==> config.mk <==
export PLATFORM = sky130hd
export DESIGN_NAME = relu_maxpool2x2
export DESIGN_NICKNAME = d
export VERILOG_FILES = /design/src/rtl/relu_maxpool2x2.sv
export SDC_FILE = /design/constraint.sdc
export NUM_CORES = 1
export LEC_CHECK = 0
export CAP_MARGIN = 30
export CORE_UTILIZATION = 35
export CTS_CLUSTER_SIZE = 16
export DETAILED_ROUTE_END_ITERATION = 8
export PLACE_DENSITY_LB_ADDON = 0.15
export SLEW_MARGIN = 30
export SYNTH_ARGS = -nofsm -noshare
export SYNTH_HDL_FRONTEND = slang
export SYNTH_SLANG_ARGS = --single-unit
==> constraint.sdc <==
create_clock -name clk -period 6.6 [get_ports clk]
set_input_delay 0.66 -clock clk [delete_from_list [all_inputs] [get_ports clk]]
set_output_delay 0.66 -clock clk [all_outputs]
set_load 0.05 [all_outputs]
==> src/rtl/relu_maxpool2x2.sv <==
// relu_maxpool2x2: streaming 2x2 stride-2 max-pool for a raster-order signed
// sample stream. A half-row line buffer holds the horizontal pair maxima from
// each even row, and the odd row merges them into one pooled output per window.
// Optional feature: define RELU_MAXPOOL_RELU_EN to clamp negative samples to
// zero before pooling. When it is undefined, no ReLU logic is built.
module relu_maxpool2x2 #(
    parameter int DATA_W = 32,
    parameter int IMG_W  = 26,
    parameter int IMG_H  = 26
) (
    input  logic                     clk,
    input  logic                     reset_n,
    input  logic signed [DATA_W-1:0] data_in,
    input  logic                     rdata_r,
    output logic signed [DATA_W-1:0] data_out,
    output logic                     wdata_r,
    output logic                     frame_done
);
    localparam int PW  = IMG_W / 2;
    localparam int CW  = $clog2(IMG_W);
    localparam int RW  = $clog2(IMG_H);
    localparam int LBW = (PW > 1) ? $clog2(PW) : 1;

    // Row parity is the only control state.
    typedef enum logic {EVEN_ROW = 1'b0, ODD_ROW = 1'b1} row_par_e;

    row_par_e                 state_q, state_d;
    logic [CW-1:0]            col_q, col_d;
    logic [RW-1:0]            row_q, row_d;
    logic signed [DATA_W-1:0] h_reg_q;
    logic signed [DATA_W-1:0] linebuf [PW];

    logic signed [DATA_W-1:0] x_r;
    logic signed [DATA_W-1:0] hmax;
    logic signed [DATA_W-1:0] lb_rd;
    logic signed [DATA_W-1:0] vmax;
    logic [LBW-1:0]           lb_idx;
    logic                     col_last;
    logic                     row_last;
    logic                     col_odd;

    assign col_last = (col_q == CW'(IMG_W - 1));
    assign row_last = (row_q == RW'(IMG_H - 1));
    assign col_odd  = col_q[0];
    assign lb_idx   = LBW'(col_q >> 1);

`ifdef RELU_MAXPOOL_RELU_EN
    assign x_r = data_in[DATA_W-1] ? '0 : data_in;
`else
    assign x_r = data_in;
`endif

    // Horizontal pair max, then vertical merge with the stored even-row pair.
    assign hmax  = (h_reg_q > x_r) ? h_reg_q : x_r;
    assign lb_rd = linebuf[lb_idx];
    assign vmax  = (lb_rd > hmax) ? lb_rd : hmax;

    // Next-state for position counters and row parity. The parity is forced
    // back to EVEN at frame wrap, so odd IMG_H frames restart correctly.
    always_comb begin
        state_d = state_q;
        col_d   = col_q;
        row_d   = row_q;
        if (rdata_r) begin
            if (col_last) begin
                col_d = '0;
                if (row_last) begin
                    row_d   = '0;
                    state_d = EVEN_ROW;
                end else begin
                    row_d   = row_q + 1'b1;
                    state_d = (state_q == EVEN_ROW) ? ODD_ROW : EVEN_ROW;
                end
            end else begin
                col_d = col_q + 1'b1;
            end
        end
    end

    // Counters, horizontal holding register and the registered output pulses.
    always_ff @(posedge clk or negedge reset_n) begin
        if (!reset_n) begin
            state_q    <= EVEN_ROW;
            col_q      <= '0;
            row_q      <= '0;
            h_reg_q    <= '0;
            data_out   <= '0;
            wdata_r    <= 1'b0;
            frame_done <= 1'b0;
        end else begin
            state_q    <= state_d;
            col_q      <= col_d;
            row_q      <= row_d;
            wdata_r    <= 1'b0;
            frame_done <= 1'b0;
            if (rdata_r) begin
                if (!col_odd) begin
                    h_reg_q <= x_r;
                end else if (state_q == ODD_ROW) begin
                    data_out <= vmax;
                    wdata_r  <= 1'b1;
                end
                frame_done <= col_last && row_last;
            end
        end
    end

    // Line buffer is not reset. Every entry is rewritten on an even row
    // before the following odd row reads it.
    always_ff @(posedge clk) begin
        if (rdata_r && col_odd && (state_q == EVEN_ROW)) begin
            linebuf[lb_idx] <= hmax;
        end
    end

endmodule

---- Word-level counts from Yosys, hierarchy flattened ----
Memory sizes are Yosys's and may differ from the RTL's.
Cells that the tools add are included.
cells by class
  equal/unequal tests ..................... 2
  order comparisons ....................... 2
  mux-type cells .......................... 12
  add/sub/neg operators ................... 2
  bitwise operators ....................... 2
  reduce and logical (&&, ||, !) cells .... 6
operators by type and width
  operator             count
  $gt 32x32->1         2
  $mux 32              2
  $add 5x1->5 const B  2
  $eq 5x5->1 const B   2
  $mux 5               2
  $mux 1               8
  $reduce_and 2->1     2
  $logic_and 1x1->1    3
  $reduce_and 3->1     1
  $not 1->1            2
word-level totals
  bits of input ports ..................... 35
  memories ................................ 1
  memory bits (writable) .................. 416
  register bits after elaboration ......... 77
  logic and storage cells ................. 34
  output and inout bits ................... 34
memory list
  name     depth  bits a word  rd ports  clocked after memory_dff  wr ports  line  source
  linebuf  13     32           1         0                         1         31    logic signed [DATA_W-1:0] linebuf [PW];

---- Depth between registers and ports, before layout ----
Gate-level depths: netlist of run 1.
  depth in word-level cells ............... 4
  depth in mapped cells ................... 22
  depth with buffers taken out ............ 19

---- Least setup slack after synthesis of run 1 ----
No wires, ideal clock.
  path kind ............................... in2reg
  start point ............................. input port data_in[31]
  end point ............................... register data_out[0]
  stages on the path ...................... 21
  path slack .............................. 2.047 ns
  data required time ...................... 6.465 ns
  path buffers ............................ 4
  library setup time ...................... 0.135 ns
  arrival ................................. 4.419 ns
  cells stage by stage .................... inv_1 ha_1 buf_4 a21boi_0 a211oi_1 and2_1 buf_2 a21boi_4 nand3b_4 buf_2 o221ai_2 ha_1 nand4_1 or2_2 a211oi_1 o41ai_1 nand4b_1 o21a_1 nand2b_1 clkbuf_1 o211ai_1
between the ends
  longest elaborated chain between the ends .. 4
RTL lines
  element                 line  source
  start: declaration      13    input logic signed [DATA_W-1:0] data_in,
  $gt 32x32->1            54    assign hmax = (h_reg_q > x_r) ? h_reg_q : x_r;
  $mux 32 *               54
  $gt 32x32->1            56    assign vmax = (lb_rd > hmax) ? lb_rd : hmax;
  $mux 32 *               56
  end signal: assignment  100   data_out <= vmax;
  end: declaration        15    output logic signed [DATA_W-1:0] data_out,
Every way passes the cells marked *; elsewhere a longest branch is shown, timed or not.
A chain may end at the register's enable or synchronous reset.

---- Final worst setup path of run 1 ----
  start point ............................. input port data_in[10]
  end point ............................... register data_out[31]
Same word-level chain as after synthesis.

==> results.sh, run 1 <==
export IMPL_async_flop_share_pct=15.6
export IMPL_gr_usage_all_layers_pct=18.3
export IMPL_status="finished clean"
export IMPL_grt_pass1_vias=12319
export IMPL_cts_path_max_buffers=3
export IMPL_r2r_start="h_reg_q[10]$_DFFE_PN0P_"
export IMPL_required_ns=7.05
export IMPL_synth_seq_cells=493
export IMPL_clk_pin_slew_worst_paths_ns=0.06
export IMPL_area_growth_pct=16.2
export IMPL_ys_flop_type="edfxtp_1"
export IMPL_min_path_type="in -> async"
export IMPL_grt_pass1_wl_um=83500
export IMPL_min_period_ns=5.97
export IMPL_vias_per_cell=5.45
export IMPL_final_common_cell="edfxtp_1"
export IMPL_fin_crit_sh_pct=90.5
export IMPL_synth_edff_count=416
export IMPL_synthesis_nets=1359
export IMPL_drt_iter0_drc=1015
export IMPL_powerDensity_nw_per_um2=488
export IMPL_place_area_um2=23200
export IMPL_final_cell_mix="416 x edfxtp_1, 128 x mux4_2, 84 x nand2_1"
export IMPL_routed_wl_um=55700
export IMPL_numPortBuffers=68
export IMPL_finalHoldViolCount=0
export IMPL_pin_count=69
export IMPL_critPathKind="in -> reg"
export IMPL_power_mw=12.2
export IMPL_worstSkewPairLatency_ns=0.61
export IMPL_grt_setup_unrepaired="no"
export IMPL_row_count=90
export IMPL_yosysSeqAreaShare_pct=67.1
export IMPL_nets=1450
export IMPL_synth_cells=1256
export IMPL_htreeDepth=2
export IMPL_arrival_ns=6.42
export IMPL_drive_above_1_share_pct=21.9
export IMPL_die_y_um=250
export IMPL_post_cts_buffers=0
export IMPL_peakVddDrop_mv=0.308
export IMPL_diodes=0
export IMPL_max_freq_ghz=0.167
export IMPL_finalInstanceArea_um2=25000
export IMPL_start_util_pct=35.5
export IMPL_core_region_area_um2=60500
export IMPL_syn_area_per_cell_um2=17.1
export IMPL_cts_buffers=52
export IMPL_setup_violations=0
export IMPL_fillers=5363
export IMPL_dieArea_um2=62400
export IMPL_cts_sinks=493
export IMPL_critPathMaxFanout=22
export IMPL_drc=0
export IMPL_dieWidth_um=250
export IMPL_wire_per_inst_um=25.6
export IMPL_antenna_found_initial=0
export IMPL_crit_path_start_kind="primary input"
export IMPL_vias=11838
export IMPL_cts_tree="done"
export IMPL_overflow=0
export IMPL_netlist_area_um2=21500
export IMPL_cp_end_kind="flip-flop"
export IMPL_finalSetupTns_ns=0
export IMPL_finalMaxSlewViolations=0
export IMPL_maxSlewHeadroom_pct=37.5
export IMPL_synth_cell_types=54
export IMPL_drtAntennaViolNets=0
export IMPL_cap_violations=0
export IMPL_power_leakage_nw=8.46
export IMPL_cts_root_buffer="clkbuf_16"
export IMPL_startpoint="data_in[10]"
export IMPL_grt_start_max_net_pins=52
export IMPL_worst_pin_slew_ns=0.936
export IMPL_whs_ns=0.536
export IMPL_dpl_hpwl_um=33500
export IMPL_clock_skew_ns=0.0193
export IMPL_post_route_util_pct=41.3
export IMPL_dr_pass1_iters=5
export IMPL_yosysWarnings=0
export IMPL_place_congestion=0.775
worst max-delay path, stage by stage:
cell and delay, ns:
clkdlybuf4s50_1 0.55, inv_1 0.09, ha_1 0.32, nand4_1 0.17, nor3_1 0.30, a21bo_2 0.26, o211ai_1 0.18, a21boi_4 0.14
a21boi_4 0.45, buf_4 0.42, o221ai_1 0.45, ha_1 0.49, nand4_1 0.19, nor3_1 0.52, o41ai_1 0.21, nand4b_1 0.15
o21a_1 0.13, nand2b_2 0.34, buf_12 0.25, o211ai_1 0.11
where the power goes:
group / total, mW / internal, mW / switching [mW]
Combinational: 4.59 / 1.70 / 2.89
Clock: 2.94 / 1.71 / 1.23
Sequential: 4.64 / 4.26 / 0.379
Total: 12.2 / 7.67 / 4.50
layer usage:
metal	wire (um)	global-route usage [%]	up-vias
li1	-	-	5212
met4	1400	5.91	0
met3	2530	2.62	81
met1	25500	26.0	6225
met5	0	0	-
met2	26300	28.9	320
cell usage after synthesis, types with 11 or more instances:
library cell | number | area share, %
inv_1 | 69 | 1.2
nand2b_1 | 36 | 1.0
dfrtp_1 | 77 | 9.0
a21oi_1 | 30 | 0.70
mux4_2 | 128 | 13
nor2_1 | 12 | 0.21
clkbuf_1 | 31 | 0.54
o211ai_1 | 31 | 1.1
nand3_1 | 50 | 1.2
edfxtp_1 | 416 | 58
nand4_1 | 12 | 0.35
buf_2 | 15 | 0.35
nand2_1 | 84 | 1.5
buf_1 | 11 | 0.19
ha_1 | 68 | 4.0
o21ai_0 | 43 | 1.0
o221ai_2 | 30 | 2.1
o22ai_1 | 35 | 1.0
stage by stage:
step / instances / setup slack (ns)
after floorplan: 1256 / 2.05
after global placement: 2072 / -0.0919
after detailed placement: 2073 / -0.0787
after CTS: 2172 / 0.539
after global routing: 2173 / 0.328
final: 2173 / 0.627
cell type report:
class / instances / area, um^2 / share of cell area [%]
Multi-Input combinational cell: 622 / 6550 / 26.2
Inverter: 72 / 270 / 1.08
Sequential cell: 493 / 14400 / 57.8
Tap cell: 782 / 978 / 3.92
Clock buffer: 78 / 1440 / 5.76
Timing Repair Buffer: 106 / 1030 / 4.13
Clock inverter: 20 / 268 / 1.07
sequential cells by signal, indices dropped and copies added (netlist names):
name	count
row_q	5
col_q	5
state_q	1
data_out	32
linebuf	416
frame_done	1
h_reg_q	32
wdata_r	1
cells by family (layout without fill, tap and decap cells):
group,after synthesis,after routing,share of synthesized area [%]
mux,130,130,13.5
buf+inv,141,276,2.84
compound gates,196,196,7.14
simple gates,228,228,5.41
fa+ha+maj,68,68,3.96
flops,493,493,67.1
repair_timing:
| action | in CTS | in global routing |
|---|---|---|
| resized for setup | 0 | 0 |
| endpoints found under the hold margin | 26 | 0 |
| hold buffers | 1 | 0 |
worst paths after layout:
path,depth (start not counted),slack [ns],endpoint
max,20,0.63,data_out[31]$_DFFE_PN0P_
min,2,0.54,h_reg_q[25]$_DFFE_PN0P_
max reg2reg,18,0.89,data_out[31]$_DFFE_PN0P_
min reg2reg,1,0.54,h_reg_q[0]$_DFFE_PN0P_
max in group asynchronous,3,4.88,col_q[1]$_DFFE_PN0P_
min in group clk,1,0.54,h_reg_q[0]$_DFFE_PN0P_
Power figures use the tool's default switching activity.
==> run 2: changes to the inputs <==
--- a/config.mk
+++ b/config.mk
@@ -6,10 +6,12 @@
 export NUM_CORES = 1
 export LEC_CHECK = 0
 export CAP_MARGIN = 30
-export CORE_UTILIZATION = 35
+export CORE_ASPECT_RATIO = 0.6
+export CORE_UTILIZATION = 55
 export CTS_CLUSTER_SIZE = 16
 export DETAILED_ROUTE_END_ITERATION = 8
 export PLACE_DENSITY_LB_ADDON = 0.15
+export SETUP_SLACK_MARGIN = 0.1
 export SLEW_MARGIN = 30
 export SYNTH_ARGS = -nofsm -noshare
 export SYNTH_HDL_FRONTEND = slang
==> run 2 against run 1 <==
Against the previous run:
- clock skew shrank 0.0039 ns
- combinational power hardly changed
- largest power group unchanged
- global-route usage increased by 8.4 points
- highest routed layer unchanged
- non-clock buffer count shrank 7
- critical path depth unchanged
- setup slack improved by 0.13 ns
- fmax is 2.3% higher
==> results.sh, run 2 (synthesized netlist as in run 1, its figures left out) <==
export IMPL_status="finished clean"
export IMPL_cts_sinks=493
export IMPL_reg_largest_list="linebuf: 416 flops, data_out: 32 flops, h_reg_q: 32 flops"
export IMPL_fin_crit_sh_pct=88.5
export IMPL_cts_root_buffer="clkbuf_16"
export IMPL_power_mw=11.6
export IMPL_grt_pass1_wl_um=77800
export IMPL_maxSlewHeadroom_pct=41.8
export IMPL_required_ns=6.99
export IMPL_post_cts_buffers=0
export IMPL_rrSetupSlack_ns=1.05
export IMPL_area_growth_pct=12.6
export IMPL_vias_per_cell=6.38
export IMPL_drtAntennaViolNets=0
export IMPL_cts_path_max_buffers=3
export IMPL_r2r_start="h_reg_q[7]$_DFFE_PN0P_"
export IMPL_largest_reg_flops=416
export IMPL_fin_cells=1880
export IMPL_critPathMaxFanout=32
export IMPL_dieWidth_um=257
export IMPL_dr_pass1_iters=7
export IMPL_top_register="linebuf"
export IMPL_ctsHoldBuffers=0
export IMPL_worst_pin_slew_ns=0.868
export IMPL_routed_wl_um=51500
export IMPL_sw_frac_of_total_pct=37.1
export IMPL_grt_setup_unrepaired="no"
export IMPL_crit_path_start_kind="primary input"
export IMPL_row_count=55
export IMPL_pin_count=69
export IMPL_dpl_hpwl_um=30000
export IMPL_overflow=0
export IMPL_reg2regPathDepth=18
export IMPL_p_comb_share_pct=39.3
export IMPL_place_congestion=0.837
export IMPL_worstSkewPairLatency_ns=0.56
export IMPL_wire_per_inst_um=27.4
export IMPL_place_ws_ns=0.248
export IMPL_clock_skew_ns=0.0154
export IMPL_clkPwrFrac_pct=21.2
export IMPL_antenna_found_initial=0
export IMPL_post_place_cells=1798
export IMPL_reg2reg_to="data_out[8]$_DFFE_PN0P_"
export IMPL_gr_usage_all_layers_pct=26.7
export IMPL_max_freq_ghz=0.171
export IMPL_htreeDepth=2
export IMPL_critPathKind="in -> reg"
export IMPL_powerDensity_nw_per_um2=480
export IMPL_min_path_type="in -> async"
export IMPL_grt_start_max_net_pins=65
export IMPL_finalInstanceArea_um2=24200
export IMPL_peakVddDrop_mv=0.286
export IMPL_finalSetupTns_ns=0
export IMPL_cts_buffers=44
export IMPL_numPortBuffers=68
export IMPL_drc=0
export IMPL_min_period_ns=5.84
export IMPL_drive_above_1_share_pct=21.0
export IMPL_diodes=0
export IMPL_p_seq_share_pct=39.5
export IMPL_cp_end_kind="flip-flop"
export IMPL_cap_violations=0
export IMPL_final_cell_mix="416 x edfxtp_1, 128 x mux4_2, 84 x nand2_1"
export IMPL_vias=12003
export IMPL_post_route_util_pct=63.6
export IMPL_final_common_cell="edfxtp_1"
export IMPL_dieArea_um2=39900
export IMPL_place_area_um2=22800
export IMPL_die_y_um=155
export IMPL_ctsResizeCount=0
export IMPL_drt_iter0_drc=1370
export IMPL_finalHoldViolCount=0
export IMPL_setup_ws_ns=0.759
export IMPL_arrival_ns=6.23
export IMPL_power_leakage_nw=8.25
export IMPL_p_int_mw=7.30
export IMPL_whs_ns=0.138
export IMPL_grt_pass1_vias=11801
export IMPL_setup_violations=0
export IMPL_start_util_pct=56.4
export IMPL_cts_tree="done"
export IMPL_clk_pin_slew_worst_paths_ns=0.06
export IMPL_nets=1435
export IMPL_core_region_area_um2=38100
export IMPL_switchingPower_mw=4.31
export IMPL_finalMaxSlewViolations=0
==> run 2: changes by cell type in the layout (fill, tap and decap cells not counted), sizes merged <==
cell,delta
clkbuf,-18
clkinv,+6
dlygate4sd3,-1
inv,-2
buf,-6
bufinv,-3
==> run 2: area by class of cell <==
cell class | instances | area (um^2)
tap | 513 | 642
multi-input combinational | 622 | 6550
clock buffer | 60 | 1170
fill | 2678 | 13900
sequential | 493 | 14400
timing repair buffer | 99 | 956
inverter | 72 | 272
clock inverter | 21 | 173
==> run 2: power groups by stage <==
| stage | logic (mW) | clock network (mW) | registers [mW] |
|---|---|---|---|
| 5_1_grt | 4.93 | 2.61 | 4.63 |
| 4_1_cts | 4.50 | 2.50 | 4.65 |
| 6_report | 4.56 | 2.46 | 4.59 |
| 3_5_place_dp | 4.48 | 0 | 4.71 |
| 3_3_place_gp | 4.40 | 0 | 4.69 |
| 2_1_floorplan | 2.97 | 0 | 4.73 |
==> run 2: worst max path at each step <==
stage                 from  cells after the start  slack (ns)                  endpoint
5_1_grt        data_in[27]                     19        0.42  data_out[11]$_DFFE_PN0P_
3_3_place_gp   data_in[26]                     19        0.33  data_out[26]$_DFFE_PN0P_
3_5_place_dp   data_in[26]                     19        0.25  data_out[22]$_DFFE_PN0P_
2_1_floorplan  data_in[31]                     21        2.05   data_out[0]$_DFFE_PN0P_
6_report       data_in[26]                     20        0.76   data_out[8]$_DFFE_PN0P_
4_1_cts        data_in[26]                     20        0.82   data_out[8]$_DFFE_PN0P_
==> run 2: per-layer routing <==
metal	track usage, %	share of wire [%]	up-vias
met4	5.13	1.8	0
met3	5.05	7.9	75
met2	40.5	46	496
met1	40.8	44	6250
li1	-	-	5182
met5	0	0	-
==> run 2: worst max-delay path: stages <==
cell	delay, ns
clkdlybuf4s50_1	0.55
inv_1	0.08
ha_1	0.31
nand4_1	0.27
nor3_2	0.10
a211oi_1	0.37
and2_1	0.20
a21boi_4	0.26
nand3b_4	0.42
buf_4	0.33
o221ai_2	0.20
ha_1	0.33
and4_1	0.26
nand2_1	0.07
nor3_1	0.45
o41ai_1	0.20
nand4b_1	0.14
o21a_1	0.13
nand2b_2	0.69
o211ai_1	0.17
==> variant, RTL diff (flow settings as in run 2) <==
Add a define of `RELU_MAXPOOL_RELU_EN`.
--- a/src/rtl/relu_maxpool2x2.sv
+++ b/src/rtl/relu_maxpool2x2.sv
@@ -4,4 +4,6 @@
 // Optional feature: define RELU_MAXPOOL_RELU_EN to clamp negative samples to
 // zero before pooling. When it is undefined, no ReLU logic is built.
+`define RELU_MAXPOOL_RELU_EN
+
 module relu_maxpool2x2 #(
     parameter int DATA_W = 32,
Check against the original RTL: same outputs for any inputs over 10 cycles, from zero or initial values and one cycle with reset_n low; that may be too few to reach the edited logic, so the function may still have changed.
==> variant against run 2 <==
  * Worst hold slack better by 0.37 ns
  * Critical path depth up 2
  * Power down 11%
  * Cell area is 3.3% lower
  * Area after synthesis shrank 5.2%
  * Sequential cell count shrank 15
  * Die area shrank 5.2%
  * Routed wire length decreased by 9.4%
  * Critical endpoint is now data_out[22]$_DFFE_PN0P_
  * Worst setup slack worse by 0.031 ns
  * Clock skew fell by 0.0018 ns
==> variant: results (changes against run 2) <==
* Run status: completed
- Sequential cell area fraction in the yosys report: 68.7% (+1.5 points)
- The final core utilization came to 64.3% (+0.68 points).
- The count of cell types in the netlist came to 49 (-9.3%).
* Overall track demand over capacity in global routing: 25.8% (-0.91 points)
- Average vias per placed instance: 6.17 (-3.3%)
* Minimum setup slack after placement: 0.209 ns (-0.0396 ns)
- Average instance area after synthesis: 17.3 um^2 (+1.4%)
- The number of ordinary inverters in the final layout came to 70 (-2.8%).
- Count of clock buffers in the final design: 49 (-18%)
- Via count of the first global-routing pass: 10800 (-8.4%)
- The worst register-to-register path begins at h_reg_q[10]$_DFFE_PN0P_.
* Leading registers by flop count: linebuf x403, data_out x31, h_reg_q x31
* Total instance count after detailed placement: 1699 (-5.5%)
- GR Layer Usage met1: 39.5% (-1.3 points)
- The fraction of area in multi-input gates was 25.4% (-1.7 points).
- Comb_multi_in: 568 (-8.7%)
- Post-synthesis compound-gate area fraction: 3.98% (-3.2 points)
* Worst reg-to-reg setup slack: 1.39 ns (+0.34 ns)
- The sequential cell area in the final layout is 14000 um^2 (-3.1%).
- Inserted Clock Buffers: 43 (-2.3%)
- Most area-consuming cells after synthesis: sky130_fd_sc_hd__edfxtp_1, sky130_fd_sc_hd__mux4_2, sky130_fd_sc_hd__dfrtp_1
- Highest-delay cell along the critical path: sky130_fd_sc_hd__or4_1
- Critical Path Sink: data_out[22]$_DFFE_PN0P_
- The post-layout total power was 0.0103 W (-11%).
* Avg WL per Cell: 26.2 um (-4.3%)
- Count of buffers from port buffering: 67 (-1.5%)
- The static leakage was 8.21 nW (-0.52%).
- The number of nets in the final layout came to 1371 (-4.5%).
==> variant: cell types whose count changed in the layout (fill, tap and decap cells not counted), sizes merged, moves of 11 or more <==
| cell | before | now |
|---|---|---|
| mux2i | 1 | 31 |
| edfxtp | 416 | 403 |
| clkbuf | 60 | 49 |
| o221ai | 31 | 0 |
| o22ai | 35 | 4 |
| nand2b | 36 | 5 |
| nor2b | 3 | 33 |
==> variant: how the worst min path moves through the flow <==
stage	to	cells after the start	slack, ns	startpoint
floorplan	col_q[0]$_DFFE_PN0P_	0	0.36	reset_n
global placement	h_reg_q[18]$_DFFE_PN0P_	2	0.49	h_reg_q[18]$_DFFE_PN0P_
detailed placement	h_reg_q[20]$_DFFE_PN0P_	2	0.51	h_reg_q[20]$_DFFE_PN0P_
CTS	h_reg_q[18]$_DFFE_PN0P_	2	0.52	h_reg_q[18]$_DFFE_PN0P_
global route	row_q[4]$_DFFE_PN0P_	2	0.55	reset_n
finish	h_reg_q[18]$_DFFE_PN0P_	2	0.51	h_reg_q[18]$_DFFE_PN0P_
